### src/rtl/uint_seq_calculator_if.sv
`default_nettype none
// ============================================================================
// Module      : uint_seq_calculator_if
// Description : Operand/op-select request channel and result/flags response
//               channel of the sequential unsigned calculator, each with a
//               valid/ready handshake.
// Revision    : 1.0 - initial release
// ============================================================================
interface uint_seq_calculator_if #(
  parameter int WIDTH = 16
);
  // Request channel
  logic             in_valid;
  logic             in_ready;
  logic [WIDTH-1:0] a;
  logic [WIDTH-1:0] b;
  logic             add;
  logic             subtract;
  logic             divide;
  logic             multiply;
  // Response channel
  logic             out_valid;
  logic             out_ready;
  logic [WIDTH-1:0] result;
  logic [WIDTH-1:0] remainder;
  logic             invalid_input;
  logic             div_by_zero;
  logic             overflow;

  // Operand source and result sink side
  modport master (
    output in_valid, a, b, add, subtract, divide, multiply, out_ready,
    input  in_ready, out_valid, result, remainder, invalid_input, div_by_zero, overflow
  );

  // Calculator side
  modport slave (
    input  in_valid, a, b, add, subtract, divide, multiply, out_ready,
    output in_ready, out_valid, result, remainder, invalid_input, div_by_zero, overflow
  );
endinterface
`default_nettype wire

### src/rtl/uint_seq_calculator.sv
`default_nettype none
// ============================================================================
// Module      : uint_seq_calculator
// Description : Handshaked unsigned calculator. Add/subtract finish in one
//               cycle; multiply (shift-add) and divide (restoring) take WIDTH
//               iterations. Results and flags are held until the sink takes
//               them.
// Revision    : 1.0 - initial release
// ============================================================================
module uint_seq_calculator #(
  parameter int WIDTH = 16
) (
  input  wire logic              clk,
  input  wire logic              rst,
  uint_seq_calculator_if.slave   bus
);

  localparam int CW = $clog2(WIDTH + 1);

  localparam logic [1:0] S_IDLE = 2'd0;
  localparam logic [1:0] S_MUL  = 2'd1;
  localparam logic [1:0] S_DIV  = 2'd2;
  localparam logic [1:0] S_DONE = 2'd3;

  logic [1:0]         r_state;
  logic [1:0]         w_next;
  logic [CW-1:0]      r_cnt;

  // Iteration registers: multiplier path and divider path
  logic [2*WIDTH-1:0] r_acc;
  logic [2*WIDTH-1:0] r_mcand;
  logic [WIDTH-1:0]   r_mplier;
  logic [WIDTH-1:0]   r_quot;
  logic [WIDTH-1:0]   r_rem;
  logic [WIDTH-1:0]   r_divisor;

  // Registered response
  logic [WIDTH-1:0]   r_result;
  logic [WIDTH-1:0]   r_remainder;
  logic               r_inv;
  logic               r_dz;
  logic               r_ov;

  logic [3:0]         w_ops;
  logic               w_onehot;
  logic               w_accept;
  logic               w_div0;
  logic               w_last;
  logic [WIDTH:0]     w_sum;
  logic [2*WIDTH-1:0] w_acc_next;
  logic [WIDTH:0]     w_shift;
  logic               w_ge;
  logic [WIDTH-1:0]   w_rem_next;
  logic [WIDTH-1:0]   w_quot_next;

  assign w_ops    = {bus.add, bus.subtract, bus.divide, bus.multiply};
  assign w_onehot = $onehot(w_ops);
  assign w_accept = bus.in_valid && (r_state == S_IDLE);
  assign w_div0   = (bus.b == '0);
  assign w_last   = (r_cnt == CW'(1));
  assign w_sum    = {1'b0, bus.a} + {1'b0, bus.b};

  // One shift-add step: add the shifted multiplicand when the current multiplier bit is set
  assign w_acc_next = r_mplier[0] ? (r_acc + r_mcand) : r_acc;

  // One restoring step: bring in the next dividend bit; the partial remainder
  // is always below the divisor, so the difference fits in WIDTH bits
  assign w_shift     = {r_rem, r_quot[WIDTH-1]};
  assign w_ge        = (w_shift >= {1'b0, r_divisor});
  assign w_rem_next  = w_ge ? (w_shift[WIDTH-1:0] - r_divisor) : w_shift[WIDTH-1:0];
  assign w_quot_next = {r_quot[WIDTH-2:0], w_ge};

  // State register; reset aborts any operation in flight
  always_ff @(posedge clk or posedge rst) begin
    if (rst) begin
      r_state <= S_IDLE;
    end else begin
      r_state <= w_next;
    end
  end

  // Next-state selection
  always_comb begin
    w_next = r_state;
    case (r_state)
      S_IDLE: begin
        if (w_accept) begin
          if (!w_onehot)                  w_next = S_DONE;
          else if (bus.multiply)          w_next = S_MUL;
          else if (bus.divide && !w_div0) w_next = S_DIV;
          else                            w_next = S_DONE;
        end
      end
      S_MUL, S_DIV: begin
        if (w_last) w_next = S_DONE;
      end
      default: begin
        if (bus.out_ready) w_next = S_IDLE;
      end
    endcase
  end

  // Handshake outputs and registered response decoded from state
  always_comb begin
    bus.in_ready      = (r_state == S_IDLE);
    bus.out_valid     = (r_state == S_DONE);
    bus.result        = r_result;
    bus.remainder     = r_remainder;
    bus.invalid_input = r_inv;
    bus.div_by_zero   = r_dz;
    bus.overflow      = r_ov;
  end

  // Operand capture, iteration datapath and response registers
  always_ff @(posedge clk or posedge rst) begin
    if (rst) begin
      r_cnt       <= '0;
      r_acc       <= '0;
      r_mcand     <= '0;
      r_mplier    <= '0;
      r_quot      <= '0;
      r_rem       <= '0;
      r_divisor   <= '0;
      r_result    <= '0;
      r_remainder <= '0;
      r_inv       <= 1'b0;
      r_dz        <= 1'b0;
      r_ov        <= 1'b0;
    end else begin
      case (r_state)
        S_IDLE: begin
          if (w_accept) begin
            r_inv       <= 1'b0;
            r_dz        <= 1'b0;
            r_ov        <= 1'b0;
            r_remainder <= '0;
            r_cnt       <= CW'(WIDTH);
            r_acc       <= '0;
            r_mcand     <= {{WIDTH{1'b0}}, bus.a};
            r_mplier    <= bus.b;
            r_quot      <= bus.a;
            r_rem       <= '0;
            r_divisor   <= bus.b;
            if (!w_onehot) begin
              r_inv    <= 1'b1;
              r_result <= '0;
            end else if (bus.add) begin
              r_result <= w_sum[WIDTH-1:0];
              r_ov     <= w_sum[WIDTH];
            end else if (bus.subtract) begin
              r_result <= bus.a - bus.b;
              r_ov     <= (bus.a < bus.b);
            end else if (bus.divide && w_div0) begin
              r_result    <= '1;
              r_remainder <= bus.a;
              r_dz        <= 1'b1;
            end
          end
        end
        S_MUL: begin
          r_acc    <= w_acc_next;
          r_mcand  <= r_mcand << 1;
          r_mplier <= r_mplier >> 1;
          r_cnt    <= r_cnt - CW'(1);
          if (w_last) begin
            r_result <= w_acc_next[WIDTH-1:0];
            r_ov     <= |w_acc_next[2*WIDTH-1:WIDTH];
          end
        end
        S_DIV: begin
          r_rem  <= w_rem_next;
          r_quot <= w_quot_next;
          r_cnt  <= r_cnt - CW'(1);
          if (w_last) begin
            r_result    <= w_quot_next;
            r_remainder <= w_rem_next;
          end
        end
        default: begin
        end
      endcase
    end
  end

endmodule
`default_nettype wire

### src/flat_wrapper.sv
// flat-port wrapper written by rule: the top's interface ports become plain ports
module uint_seq_calculator_flat 
#(
  parameter int WIDTH = 16
)
  (clk, rst, bus_in_valid, bus_a, bus_b, bus_add, bus_subtract, bus_divide, bus_multiply, bus_out_ready, bus_in_ready, bus_out_valid, bus_result, bus_remainder, bus_invalid_input, bus_div_by_zero, bus_overflow);
  uint_seq_calculator_if #(.WIDTH(WIDTH)) bus_i ();
  input  wire logic clk;
  input  wire logic rst;
  input wire logic [$bits(bus_i.in_valid)-1:0] bus_in_valid;
  input wire logic [$bits(bus_i.a)-1:0] bus_a;
  input wire logic [$bits(bus_i.b)-1:0] bus_b;
  input wire logic [$bits(bus_i.add)-1:0] bus_add;
  input wire logic [$bits(bus_i.subtract)-1:0] bus_subtract;
  input wire logic [$bits(bus_i.divide)-1:0] bus_divide;
  input wire logic [$bits(bus_i.multiply)-1:0] bus_multiply;
  input wire logic [$bits(bus_i.out_ready)-1:0] bus_out_ready;
  output wire logic [$bits(bus_i.in_ready)-1:0] bus_in_ready;
  output wire logic [$bits(bus_i.out_valid)-1:0] bus_out_valid;
  output wire logic [$bits(bus_i.result)-1:0] bus_result;
  output wire logic [$bits(bus_i.remainder)-1:0] bus_remainder;
  output wire logic [$bits(bus_i.invalid_input)-1:0] bus_invalid_input;
  output wire logic [$bits(bus_i.div_by_zero)-1:0] bus_div_by_zero;
  output wire logic [$bits(bus_i.overflow)-1:0] bus_overflow;
  assign bus_i.in_valid = bus_in_valid;
  assign bus_i.a = bus_a;
  assign bus_i.b = bus_b;
  assign bus_i.add = bus_add;
  assign bus_i.subtract = bus_subtract;
  assign bus_i.divide = bus_divide;
  assign bus_i.multiply = bus_multiply;
  assign bus_i.out_ready = bus_out_ready;
  assign bus_in_ready = bus_i.in_ready;
  assign bus_out_valid = bus_i.out_valid;
  assign bus_result = bus_i.result;
  assign bus_remainder = bus_i.remainder;
  assign bus_invalid_input = bus_i.invalid_input;
  assign bus_div_by_zero = bus_i.div_by_zero;
  assign bus_overflow = bus_i.overflow;
  uint_seq_calculator #(.WIDTH(WIDTH)) u_core (.clk(clk), .rst(rst), .bus(bus_i));
endmodule
### config.mk
export PLATFORM = sky130hd
export DESIGN_NAME = uint_seq_calculator_flat
export DESIGN_NICKNAME = d
export VERILOG_FILES = /design/src/rtl/uint_seq_calculator_if.sv /design/src/rtl/uint_seq_calculator.sv /design/src/flat_wrapper.sv
export SDC_FILE = /design/constraint.sdc
export NUM_CORES = 1
export LEC_CHECK = 0
export CORE_UTILIZATION = 55
export CTS_CLUSTER_SIZE = 28
export DETAILED_ROUTE_END_ITERATION = 10
export PLACE_DENSITY = 0.88
export SLEW_MARGIN = 10
export SYNTH_ARGS = -nofsm -noshare
export SYNTH_HDL_FRONTEND = slang
export SYNTH_SLANG_ARGS = --single-unit
### constraint.sdc
create_clock -name clk -period 5.81 [get_ports clk]
set_input_delay 0.8715 -clock clk [delete_from_list [all_inputs] [get_ports clk]]
set_output_delay 0.8715 -clock clk [all_outputs]
set_load 0.05 [all_outputs]
Word-level counts from Yosys, hierarchy flattened --
Index checks and enable logic that the tools add are counted.
Storage, ports and cells: register bits 170, word-level logic and storage cells 101, output and inout port bits 37
Cells by class: muxes and demuxes 47, magnitude comparators 2, reductions and logical operators 21, add/subtract/negate cells 8, equality and inequality tests 10
Operators with widths (number):
- two-way mux 16 bit | 17
- case mux 16 bit (2 select lines) | 4
- case mux 32 bit (2 select lines) | 2
- two-way mux 32 bit | 3
- case mux 16 bit (3 select lines) | 1
- adder 32 bit | 1
- subtractor 16 bit | 2
- adder 16 x 16 -> 17 bit | 1
- greater-or-equal comparator 17 x 16 -> 1 bit | 1
- zero test 16 bit | 1
- < comparator 16 bit | 1
- OR reduction 16 bit | 1
- two-way mux 1 bit | 11
- two-way mux 2 bit | 5
- case mux 5 bit (2 select lines) | 1
- AND reduction 3 bit | 3
- != test 2 x 1 -> 1 bit, second input constant | 4
- AND reduction 2 bit | 4
- nonzero test 2 bit | 3
- nonzero test 3 bit | 2
- equality test 5 x 1 -> 1 bit, second input constant | 1
- two-way mux 5 bit | 1
- != test 5 bit, second input constant | 1
- AND reduction 5 bit | 1
- other kinds (12) | 16

Depth between registers and ports, before layout --
Gate-level depths: netlist of the first run.
depth in word-level cells 8, depth in mapped cells 13

Worst setup path after synthesis of the first run --
Ideal clock, no wire load.
path kind input -> register, from input bus_b[0], to register u_core.r_ov, in the netlist u_core.bus.overflow, library setup time 0.130 ns, setup slack 2.282 ns, required time 5.680 ns, cell stages on the path 11, buffers on the path 0, arrival 3.399 ns, cells stage by stage ha_1 fa_1 nor2b_1 o21ai_0 and4b_1 o41ai_1 a221o_1 or4_1 a211o_1 nor4_2 a31oi_1
On the way: longest elaborated chain between the ends 6, elaborated cells on any way between the ends 7, classes of those cells add/sub (1); order compare (1); mux (5)
Ends and longest elaborated chain:
- start, declared | line flat_wrapper.sv:12 | input wire logic [$bits(bus_i.b)-1:0] bus_b;
- < comparator 16 bit | line uint_seq_calculator.sv:152 | r_ov <= (bus.a < bus.b);
- two-way mux 1 bit | line uint_seq_calculator.sv:150 | end else if (bus.subtract) begin
- two-way mux 1 bit (*) | line uint_seq_calculator.sv:147 | end else if (bus.add) begin
- two-way mux 1 bit (*) | line uint_seq_calculator.sv:144 | if (!w_onehot) begin
- two-way mux 1 bit (*) | line uint_seq_calculator.sv:132 | if (w_accept) begin
- case mux 1 bit (2 select lines) (*) | line uint_seq_calculator.sv:130 | case (r_state)
- end signal, assigned | line uint_seq_calculator.sv:149 | r_ov <= w_sum[WIDTH];
- end signal, assigned | line uint_seq_calculator.sv:152
- end signal, assigned | line uint_seq_calculator.sv:167 | r_ov <= |w_acc_next[2*WIDTH-1:WIDTH];
- end, declared | line uint_seq_calculator.sv:42 | logic r_ov;
Every way passes the cells marked *; elsewhere a longest branch is shown, timed or not. The select of a mux whose other input is x is not followed. A chain may end at the register's enable or synchronous reset.

Worst setup path after layout of the first run --
from input bus_a[0], to register u_core.r_ov, in the netlist u_core.bus.overflow
On the way: longest elaborated chain between the ends 6, elaborated cells on any way between the ends 7, classes of those cells add/sub (1); order compare (1); mux (5)
Ends and longest elaborated chain:
- start, declared | line flat_wrapper.sv:11 | input wire logic [$bits(bus_i.a)-1:0] bus_a;
- < comparator 16 bit | line uint_seq_calculator.sv:152
- two-way mux 1 bit | line uint_seq_calculator.sv:150
- two-way mux 1 bit (*) | line uint_seq_calculator.sv:147
- two-way mux 1 bit (*) | line uint_seq_calculator.sv:144
- two-way mux 1 bit (*) | line uint_seq_calculator.sv:132
- case mux 1 bit (2 select lines) (*) | line uint_seq_calculator.sv:130
Marked as above.

==> results of run 1 <==
[per-stage QoR]
stage / total power, uW / worst slack [ns] / utilization (%) / cells
floorplan: 4990 / 0.335 / - / 1499
global placement: 6090 / 1.48 / 60.6 / 1787
detailed placement: 6220 / 1.30 / 60.6 / 1787
CTS: 7360 / 1.72 / 63.1 / 1819
global route: 7930 / 1.48 / 63.1 / 1819
finish: 7460 / 1.68 / 63.1 / 1819
[layout make-up]
| class | instances | area, um2 |
|---|---|---|
| Clock buffer | 21 | 460 |
| Clock inverter | 11 | 87.6 |
| Fill cell | 1827 | 8080 |
| Inverter | 76 | 290 |
| Multi-Input combinational cell | 1170 | 7490 |
| Sequential cell | 170 | 4250 |
| Tap cell | 280 | 350 |
| Timing Repair Buffer | 91 | 873 |
[cell families after synthesis]
| kind of cell | count (synthesis) |
|---|---|
| flops | 170 |
| fa+ha+maj | 94 |
| buf+inv | 159 |
| compound gates | 470 |
| mux | 62 |
| simple gates | 517 |
| xor+xnor | 27 |
[cells in the mapped netlist, drive strengths merged, types with 6 or more instances]
library cell	count
o221ai	9
inv	76
mux2	20
o21bai	6
a21oi	97
o31ai	16
mux2i	42
and2	13
nand3	39
ha	89
buf	15
or3	9
a221oi	8
nor2b	13
a31oi	25
xnor2	19
nor2	74
o21ai	159
a221o	8
o21a	15
and3	10
a211oi	10
o211ai	14
clkbuf	68
nand2b	15
nor3	23
a311oi	8
dfrtp	170
a21boi	16
a22o	12
nor4	8
a21o	19
nand4	14
o22ai	8
xor2	8
nand2	269
[per-layer routing]
metal,global-route usage (%),share of wire (%),vias to the layer above
li1,-,-,5466
met1,48.0,42,5689
met2,51.7,44,716
met3,8.95,11,121
met4,13.4,3.7,2
met5,0,0.029,-
[power groups by stage]
| stage | combinational, uW | sequential [uW] | clock [uW] |
|---|---|---|---|
| 5_1_grt | 4750 | 2030 | 1150 |
| 2_1_floorplan | 2780 | 2210 | 0 |
| 3_5_place_dp | 4240 | 1980 | 0 |
| 4_1_cts | 4290 | 1970 | 1100 |
| 6_report | 4370 | 1990 | 1100 |
| 3_3_place_gp | 4120 | 1960 | 0 |
[critical path, cell delays in order]
cell and delay (ns):
clkdlybuf4s50_1 0.56, inv_1 0.09, ha_1 0.22, fa_1 0.42
nor2b_1 0.16, o21ai_0 0.12, a2111oi_0 0.76, o21bai_1 0.17
a211oi_1 0.29, o211ai_1 0.20, a211o_1 0.30, nor4_2 0.15
a31oi_1 0.12
[worst paths after layout]
kind                                            endpoint  slack, ns         startpoint
min in group asynchronous       u_core.bus.remainder[12]       1.01                rst
max in group asynchronous               u_core.r_acc[27]       3.78                rst
worst min register to register         u_core.r_quot[14]       0.47  u_core.r_quot[14]
worst max register to register       u_core.bus.overflow       1.98  u_core.r_mcand[0]
worst max-delay path                 u_core.bus.overflow       1.68           bus_a[0]
worst min-delay path                   u_core.r_quot[14]       0.47  u_core.r_quot[14]
[registers in the layout, indices dropped and copies added (netlist names)]
name and cells:
u_core.r_mplier 16, u_core.bus.div_by_zero 1, u_core.r_cnt 5, u_core.bus.result 16
u_core.r_quot 16, u_core.bus.invalid_input 1, u_core.r_acc 32, u_core.r_rem 16
u_core.bus.remainder 16, u_core.bus.overflow 1, u_core.r_divisor 16, u_core.r_mcand 32
u_core.r_state 2
==> flow_metrics.py, run 1 <==
metrics = {
    "run_status": {
        "status": "finished with violations",
        "violations": "DRC",
    },
    "routing": {
        "wire_per_inst_um": 21.1,
        "first_pass_iters": 9,
        "vias_per_cell": 6.59,
        "drt-total-wl_mm": 38.5,
        "drcViolationCount": 1,
        "detail-route-antenna-nets": 0,
        "dr_total_vias": 12000,
        "first_iter_violations": 1476,
    },
    "floorplan": {
        "initial_core_util_pct": 56.2,
        "io-pin-count": 77,
        "num_rows": 54,
        "dieArea_um2": 23000,
        "core-area_um2": 21900,
        "dieWidth_um": 152,
        "fp.dieH_um": 152,
    },
    "sta": {
        "finalSetupViolCount": 0,
        "relSlewSlack_pct": 15.8,
        "fmax_ghz": 0.242,
        "hold_viol_final": 0,
        "period_needed_ns": 4.13,
        "finalCritPeriodShare_pct": 71.1,
        "whs_ns": 0.472,
        "tightest_slew_ns": 1.26,
        "slew_viol_final": 0,
        "finalSetupTns_ns": 0,
        "finalClockSkew_ns": 0.0109,
        "grt_setup_unrepaired": "no",
    },
    "synthesis": {
        "syn-num-nets": 1633,
        "yosysWarnings": 0,
        "yosys.area.top_type_share_pct": 34.5,
        "synth-simple-area-share_pct": 19.2,
        "mappedNetlistArea_um2": 12300,
        "postSynthAreaPerCell_um2": 8.21,
        "synth_edf_count": 0,
        "synth-compound-area-share_pct": 24.3,
        "synth.distinct_cells": 72,
        "synth-seq-cells": 170,
        "seq_area_frac_synth_pct": 34.5,
        "synthCells": 1499,
        "synth-xor-area-share_pct": 1.92,
        "synth_top_family_by_area": "compound AO/OA/AOI/OAI gates",
        "ys_top_cells_by_area": "dfrtp_1, ha_1, nand2_1",
        "synthAdderAreaFrac_pct": 9.86,
        "synthFlopType": "dfrtp_1",
        "yosysTopAreaCell": "dfrtp_1",
        "synthMuxAreaShare_pct": 5.24,
        "async_flop_share_pct": 100,
    },
    "power": {
        "p_int_uw": 3700,
        "powerDensity_nw_per_um2": 540,
        "p_sw_share_pct": 50.5,
        "power_frac_clock_pct": 14.8,
        "switchingPower_uw": 3770,
        "p_leak_uw": 0.00619,
        "pwr-share-comb_pct": 58.6,
        "ir_worst_vdd_v": 0.000473,
        "seqPwrFrac_pct": 26.6,
    },
    "finish": {
        "drive_gt1_share_pct": 5.59,
        "syn2layout_area_growth_pct": 12.2,
        "antenna_cells": 0,
        "final_common_cell": "nand2_1",
        "nNetsFinal": 1660,
        "final_cell_mix": "nand2_1, dfrtp_1, o21ai_0, a21oi_1, ha_1",
        "postLayoutCellArea_um2": 13800,
    },
    "placement": {
        "place_area_um2": 13300,
        "gp_congestion": 0.970,
        "io_buffer_count": 76,
        "dp_hpwl_mm": 27.6,
    },
    "worst_setup_path": {
        "end_kind": "register",
        "crit_required_ns": 6.12,
        "crit_arrival_ns": 4.45,
        "reg2reg_depth": 11,
        "cp-start-kind": "input port",
        "worstSetupPathType": "input port to register",
        "path_max_fanout": 4,
    },
    "clock_network": {
        "clock-sinks": 170,
        "htreeDepth": 4,
        "clk_latency_ns": 0.44,
        "cts_buffers": 17,
        "ctsHoldBuffers": 0,
        "cts-root-buf": "clkbuf_16",
        "cts_tree": "built",
        "cts_resized": 0,
        "post_cts_buffers": 0,
        "cts_buffer_depth": 2,
        "clkSlewWorstSetupHoldPaths_ns": 0.07,
    },
    "grt": {
        "grt_overflow": 0,
        "grt_pass1_vias": 11200,
        "grt_max_degree": 106,
        "grt_use_total_pct": 34.6,
        "antenna_found_initial": 1,
        "grt_pass1_wl_mm": 60.9,
    },
    "hold_path": {
        "hold_class": "register to register",
        "whs_path_depth": 2,
    },
    "job": {
        "cap_violations": 0,
    },
}
Power figures use the tool's default switching activity.
==> inputs of run 2 (changes only) <==
--- a/config.mk
+++ b/config.mk
@@ -8,7 +8,7 @@
 export CORE_UTILIZATION = 55
 export CTS_CLUSTER_SIZE = 28
 export DETAILED_ROUTE_END_ITERATION = 10
-export PLACE_DENSITY = 0.88
+export PLACE_DENSITY = 0.85
 export SLEW_MARGIN = 10
 export SYNTH_ARGS = -nofsm -noshare
 export SYNTH_HDL_FRONTEND = slang
==> constraint.sdc (replaced) <==
create_clock -name clk -period 4.1 [get_ports clk]
set_input_delay 0.615 -clock clk [delete_from_list [all_inputs] [get_ports clk]]
set_output_delay 0.615 -clock clk [all_outputs]
set_load 0.05 [all_outputs]
==> run 2 against run 1 <==
Clock skew rose by 0.0039 ns. The run now ends clean. Wire length rose by 0.99%. Sequential power rose by 41%. Critical endpoint unchanged. Count of clock-buffer cells in the layout fell by 1.
==> flow_metrics.py, run 2 (same netlist as run 1, synthesis figures left out) <==
metrics = {
    "floorplan": {
        "dieWidth_um": 152,
        "dieArea_um2": 23000,
        "io-pin-count": 77,
        "core-area_um2": 21900,
        "num_rows": 54,
        "initial_core_util_pct": 56.2,
        "fp.dieH_um": 152,
    },
    "power": {
        "power_uw": 10900,
        "p_leak_uw": 0.00637,
        "ir_worst_vdd_v": 0.000644,
        "powerDensity_nw_per_um2": 771,
    },
    "routing": {
        "wire_per_inst_um": 21.0,
        "detail-route-antenna-nets": 0,
        "first_pass_iters": 9,
        "dr_total_vias": 12100,
        "vias_per_cell": 6.52,
        "first_iter_violations": 1385,
        "drcViolationCount": 0,
        "drt-total-wl_mm": 38.8,
    },
    "clock_network": {
        "ctsHoldBuffers": 0,
        "clkSlewWorstSetupHoldPaths_ns": 0.07,
        "clk_latency_ns": 0.44,
        "cts_buffers": 17,
        "cts_buffer_depth": 2,
        "cts-root-buf": "clkbuf_16",
        "htreeDepth": 4,
        "clock-sinks": 170,
        "cts_resized": 0,
        "post_cts_buffers": 0,
        "cts_tree": "built",
    },
    "sta": {
        "hold_viol_final": 0,
        "finalSetupViolCount": 0,
        "relSlewSlack_pct": 37.2,
        "finalCritPeriodShare_pct": 89.3,
        "period_needed_ns": 3.66,
        "finalSetupTns_ns": 0,
        "slew_viol_final": 0,
        "finalClockSkew_ns": 0.0149,
        "tightest_slew_ns": 0.941,
        "grt_setup_unrepaired": "no",
        "fmax_ghz": 0.273,
    },
    "grt": {
        "grt_pass1_vias": 11300,
        "grt_max_degree": 171,
        "antenna_found_initial": 0,
        "grt_use_total_pct": 34.8,
        "grt_overflow": 0,
        "grt_pass1_wl_mm": 61.3,
    },
    "worst_setup_path": {
        "crit_arrival_ns": 3.97,
        "r2r_slack_ns": 0.44,
        "r2r-start": "u_core.r_mcand[0]",
        "path_max_fanout": 4,
        "end_kind": "register",
        "rr_endpoint": "u_core.bus.overflow",
        "worstSetupPathType": "register to register",
        "reg2reg_depth": 12,
        "crit_required_ns": 4.41,
        "cp-start-kind": "register",
    },
    "hold_path": {
        "whs_path_depth": 2,
        "hold_class": "register to register",
        "hold_path_end": "u_core.r_quot[4]",
        "hold_start": "u_core.r_quot[4]",
    },
    "placement": {
        "dp_cells": 1816,
        "gp_congestion": 0.978,
        "io_buffer_count": 76,
        "dp_hpwl_mm": 28.2,
    },
    "finish": {
        "final_cell_mix": "nand2_1, dfrtp_1, o21ai_0, a21oi_1, ha_1",
        "final_common_cell": "nand2_1",
        "nNetsFinal": 1689,
        "regArea_um2": 4250,
        "num-fill-cells": 1783,
        "multi_input_area_um2": 7490,
        "utilization_pct": 64.5,
        "post_layout_nonfiller_instances": 1849,
        "drive_gt1_share_pct": 7.40,
        "top_regs": "u_core.r_acc x32, u_core.r_mcand x32",
        "syn2layout_area_growth_pct": 14.7,
    },
    "job": {
        "cap_violations": 0,
    },
    "run_status": {
        "status": "completed",
    },
}
## run 2: stage by stage
step,hold slack [ns],worst slack (ns),area [um2]
2_1_floorplan,0.438,0.828,12300
6_report,0.483,0.440,14100
5_1_grt,0.505,0.325,14100
3_3_place_gp,0.455,0.135,13500
4_1_cts,0.486,0.473,14100
3_5_place_dp,0.460,0.0479,13500
## run 2: power breakdown
group          internal [uW]  switching, uW  leakage (uW)
Sequential              2310            503       0.00222
Combinational           2190           4120       0.00385
Clock                   1010            761      0.000310
Total                   5510           5390       0.00637
## run 2: how the worst max path moves through the flow
| stage | startpoint | end | slack [ns] | cells after the start |
|---|---|---|---|---|
| after detailed placement | bus_a[0] | u_core.bus.overflow | 0.05 | 12 |
| after CTS | bus_a[0] | u_core.bus.overflow | 0.47 | 12 |
| after floorplan | bus_b[0] | u_core.bus.overflow | 0.83 | 11 |
| after global routing | bus_b[0] | u_core.bus.overflow | 0.32 | 14 |
| after global placement | bus_b[0] | u_core.bus.overflow | 0.14 | 14 |
| final | u_core.r_mcand[0] | u_core.bus.overflow | 0.44 | 12 |
## run 2: metal layers
metal  up-vias  wire length (um)  share of wire [%]  global-route usage (%)
li1       5507                 -                  -                       -
met1      5786             16800                 43                    49.5
met2       666             17000                 44                    53.1
met3        99              3880                 10                    6.89
met4         0              1090                2.8                    11.3
met5         -                 0                  0                       0
## run 2: layout make-up
cell class | count | area share, %
well taps | 280 | 2.48
clock buffers | 20 | 3.23
multi-input cells | 1170 | 53.1
inverters | 76 | 2.05
flip-flops and latches | 170 | 30.1
repair buffers | 120 | 7.81
diodes | 1 | 0.0177
clock inverters | 12 | 1.23
## run 2: worst max-delay path, stage by stage (launching register included)
cell	delay (ns)
dfrtp_1	0.45
ha_1	0.25
fa_1	0.43
a211oi_1	0.27
o21ai_0	0.28
o21ai_0	0.28
buf_4	0.18
a2111oi_0	0.10
a211oi_1	0.36
o2111ai_1	0.32
a211o_1	0.37
nor4_2	0.12
a31oi_1	0.12
==> inputs of run 3 (changes only) <==
--- a/config.mk
+++ b/config.mk
@@ -5,10 +5,12 @@
 export SDC_FILE = /design/constraint.sdc
 export NUM_CORES = 1
 export LEC_CHECK = 0
-export CORE_UTILIZATION = 55
+export CELL_PAD_IN_SITES_DETAIL_PLACEMENT = 0
+export CELL_PAD_IN_SITES_GLOBAL_PLACEMENT = 1
+export CORE_UTILIZATION = 46
 export CTS_CLUSTER_SIZE = 28
 export DETAILED_ROUTE_END_ITERATION = 10
-export PLACE_DENSITY = 0.85
+export PLACE_DENSITY = 0.91
 export SLEW_MARGIN = 10
 export SYNTH_ARGS = -nofsm -noshare
 export SYNTH_HDL_FRONTEND = slang
==> run 3 against run 2 <==
The run now ends with DRC left. Wire length rose by 1.2%. Global-route usage fell by 5.6 points. Sequential cell count did not move. Sequential power barely moved.
==> flow_metrics.py, run 3 (same netlist as run 1, synthesis figures left out) <==
metrics = {
    "sta": {
        "finalClockSkew_ns": 0.0212,
        "fmax_ghz": 0.274,
        "grt_setup_unrepaired": "no",
        "period_needed_ns": 3.65,
        "finalSetupTns_ns": 0,
        "finalCritPeriodShare_pct": 89.0,
        "slew_viol_final": 0,
        "relSlewSlack_pct": 35.9,
        "finalSetupViolCount": 0,
        "hold_viol_final": 0,
        "tightest_slew_ns": 0.962,
    },
    "clock_network": {
        "ctsHoldBuffers": 0,
        "cts_tree": "built",
        "post_cts_buffers": 0,
        "clkSlewWorstSetupHoldPaths_ns": 0.07,
        "cts_buffer_depth": 2,
        "cts_buffers": 17,
        "clock-sinks": 170,
        "cts-root-buf": "clkbuf_16",
        "cts_resized": 0,
        "clk_latency_ns": 0.45,
        "htreeDepth": 4,
    },
    "placement": {
        "place_area_um2": 13600,
        "io_buffer_count": 76,
        "gp_congestion": 0.939,
        "dp_hpwl_mm": 29.0,
    },
    "floorplan": {
        "initial_core_util_pct": 47.1,
        "fp.dieH_um": 166,
        "dieWidth_um": 166,
        "num_rows": 59,
        "dieArea_um2": 27400,
        "core-area_um2": 26100,
        "io-pin-count": 77,
    },
    "grt": {
        "grt_use_total_pct": 29.2,
        "antenna_found_initial": 0,
        "grt_overflow": 0,
        "grt_pass1_wl_mm": 63.3,
        "grt_max_degree": 171,
        "grt_pass1_vias": 11200,
    },
    "worst_setup_path": {
        "crit_arrival_ns": 3.97,
        "end_kind": "register",
        "cp-start-kind": "input port",
        "worstSetupPathType": "input port to register",
        "path_max_fanout": 3,
        "crit_required_ns": 4.42,
    },
    "finish": {
        "num-fill-cells": 2489,
        "top_regs": "u_core.r_acc x32, u_core.r_mcand x32",
        "drive_gt1_share_pct": 7.87,
        "final_common_cell": "nand2_1",
        "final_cell_mix": "nand2_1, dfrtp_1, o21ai_0, a21oi_1, ha_1",
        "postLayoutCellArea_um2": 14200,
        "nNetsFinal": 1696,
        "syn2layout_area_growth_pct": 15.3,
        "antenna_cells": 0,
    },
    "run_status": {
        "violations": "DRC",
        "status": "finished with violations",
    },
    "routing": {
        "vias_per_cell": 6.18,
        "drcViolationCount": 6,
        "wire_per_inst_um": 20.6,
        "first_pass_iters": 8,
        "dr_total_vias": 11800,
        "first_iter_violations": 1069,
        "detail-route-antenna-nets": 0,
        "drt-total-wl_mm": 39.3,
    },
    "job": {
        "cap_violations": 0,
    },
    "power": {
        "p_leak_uw": 0.00639,
        "ir_worst_vdd_v": 0.000536,
        "powerDensity_nw_per_um2": 757,
    },
    "hold_path": {
        "hold_class": "register to register",
    },
}
[run 3: critical path, cell delays in order]
cell             delay, ns
clkdlybuf4s50_1       0.46
ha_1                  0.26
fa_1                  0.40
nor2b_1               0.16
o21ai_0               0.24
and4b_1               0.27
o41ai_1               0.11
a221o_1               0.36
or4_1                 0.53
a211o_1               0.32
nor4_2                0.14
a31oi_1               0.11
[run 3: area by class of cell]
type | count | area, um2 | share of cell area (%)
clock inverters | 14 | 144 | 1.01
multi-input cells | 1170 | 7490 | 52.8
clock buffers | 18 | 439 | 3.09
inverters | 76 | 289 | 2.04
repair buffers | 127 | 1160 | 8.14
flip-flops and latches | 170 | 4250 | 30.0
well taps | 335 | 419 | 2.95
[run 3: worst paths after layout]
path	slack, ns	cells past startpoint	end	startpoint
max	0.45	12	u_core.bus.overflow	bus_b[0]
min	0.48	2	u_core.bus.result[3]	u_core.bus.result[3]
max reg2reg	0.53	11	u_core.bus.overflow	u_core.r_mcand[0]
min reg2reg	0.48	2	u_core.bus.result[3]	u_core.bus.result[3]
max in group asynchronous	2.61	3	u_core.bus.result[12]	rst
min in group asynchronous	0.78	3	u_core.bus.remainder[7]	rst
[run 3: stage by stage]
step / setup WS (ns) / total power [uW] / util [%] / std cells / hold WS (ns)
after detailed placement: 0.0273 / 9020 / 52.1 / 1878 / 0.460
after global placement: 0.106 / 8910 / 52.1 / 1878 / 0.455
after CTS: 0.467 / 10700 / 54.3 / 1910 / 0.478
final: 0.450 / 10800 / 54.3 / 1910 / 0.478
after floorplan: 0.828 / 7070 / - / 1499 / 0.438
after global routing: 0.294 / 11500 / 54.3 / 1910 / 0.500
[run 3: layer usage]
layer	global-route usage, %	vias up	routed length (um)
met4	9.10	0	1010
met5	0	-	0
met2	43.8	485	16800
met1	42.4	5732	18400
li1	-	5534	-
met3	5.52	62	3110
[run 3: power breakdown]
| group | switching [uW] | total [uW] | internal, uW |
|---|---|---|---|
| sequential | 508 | 2810 | 2300 |
| combinational | 4060 | 6290 | 2230 |
| clock | 820 | 1650 | 831 |
| total | 5390 | 10800 | 5360 |
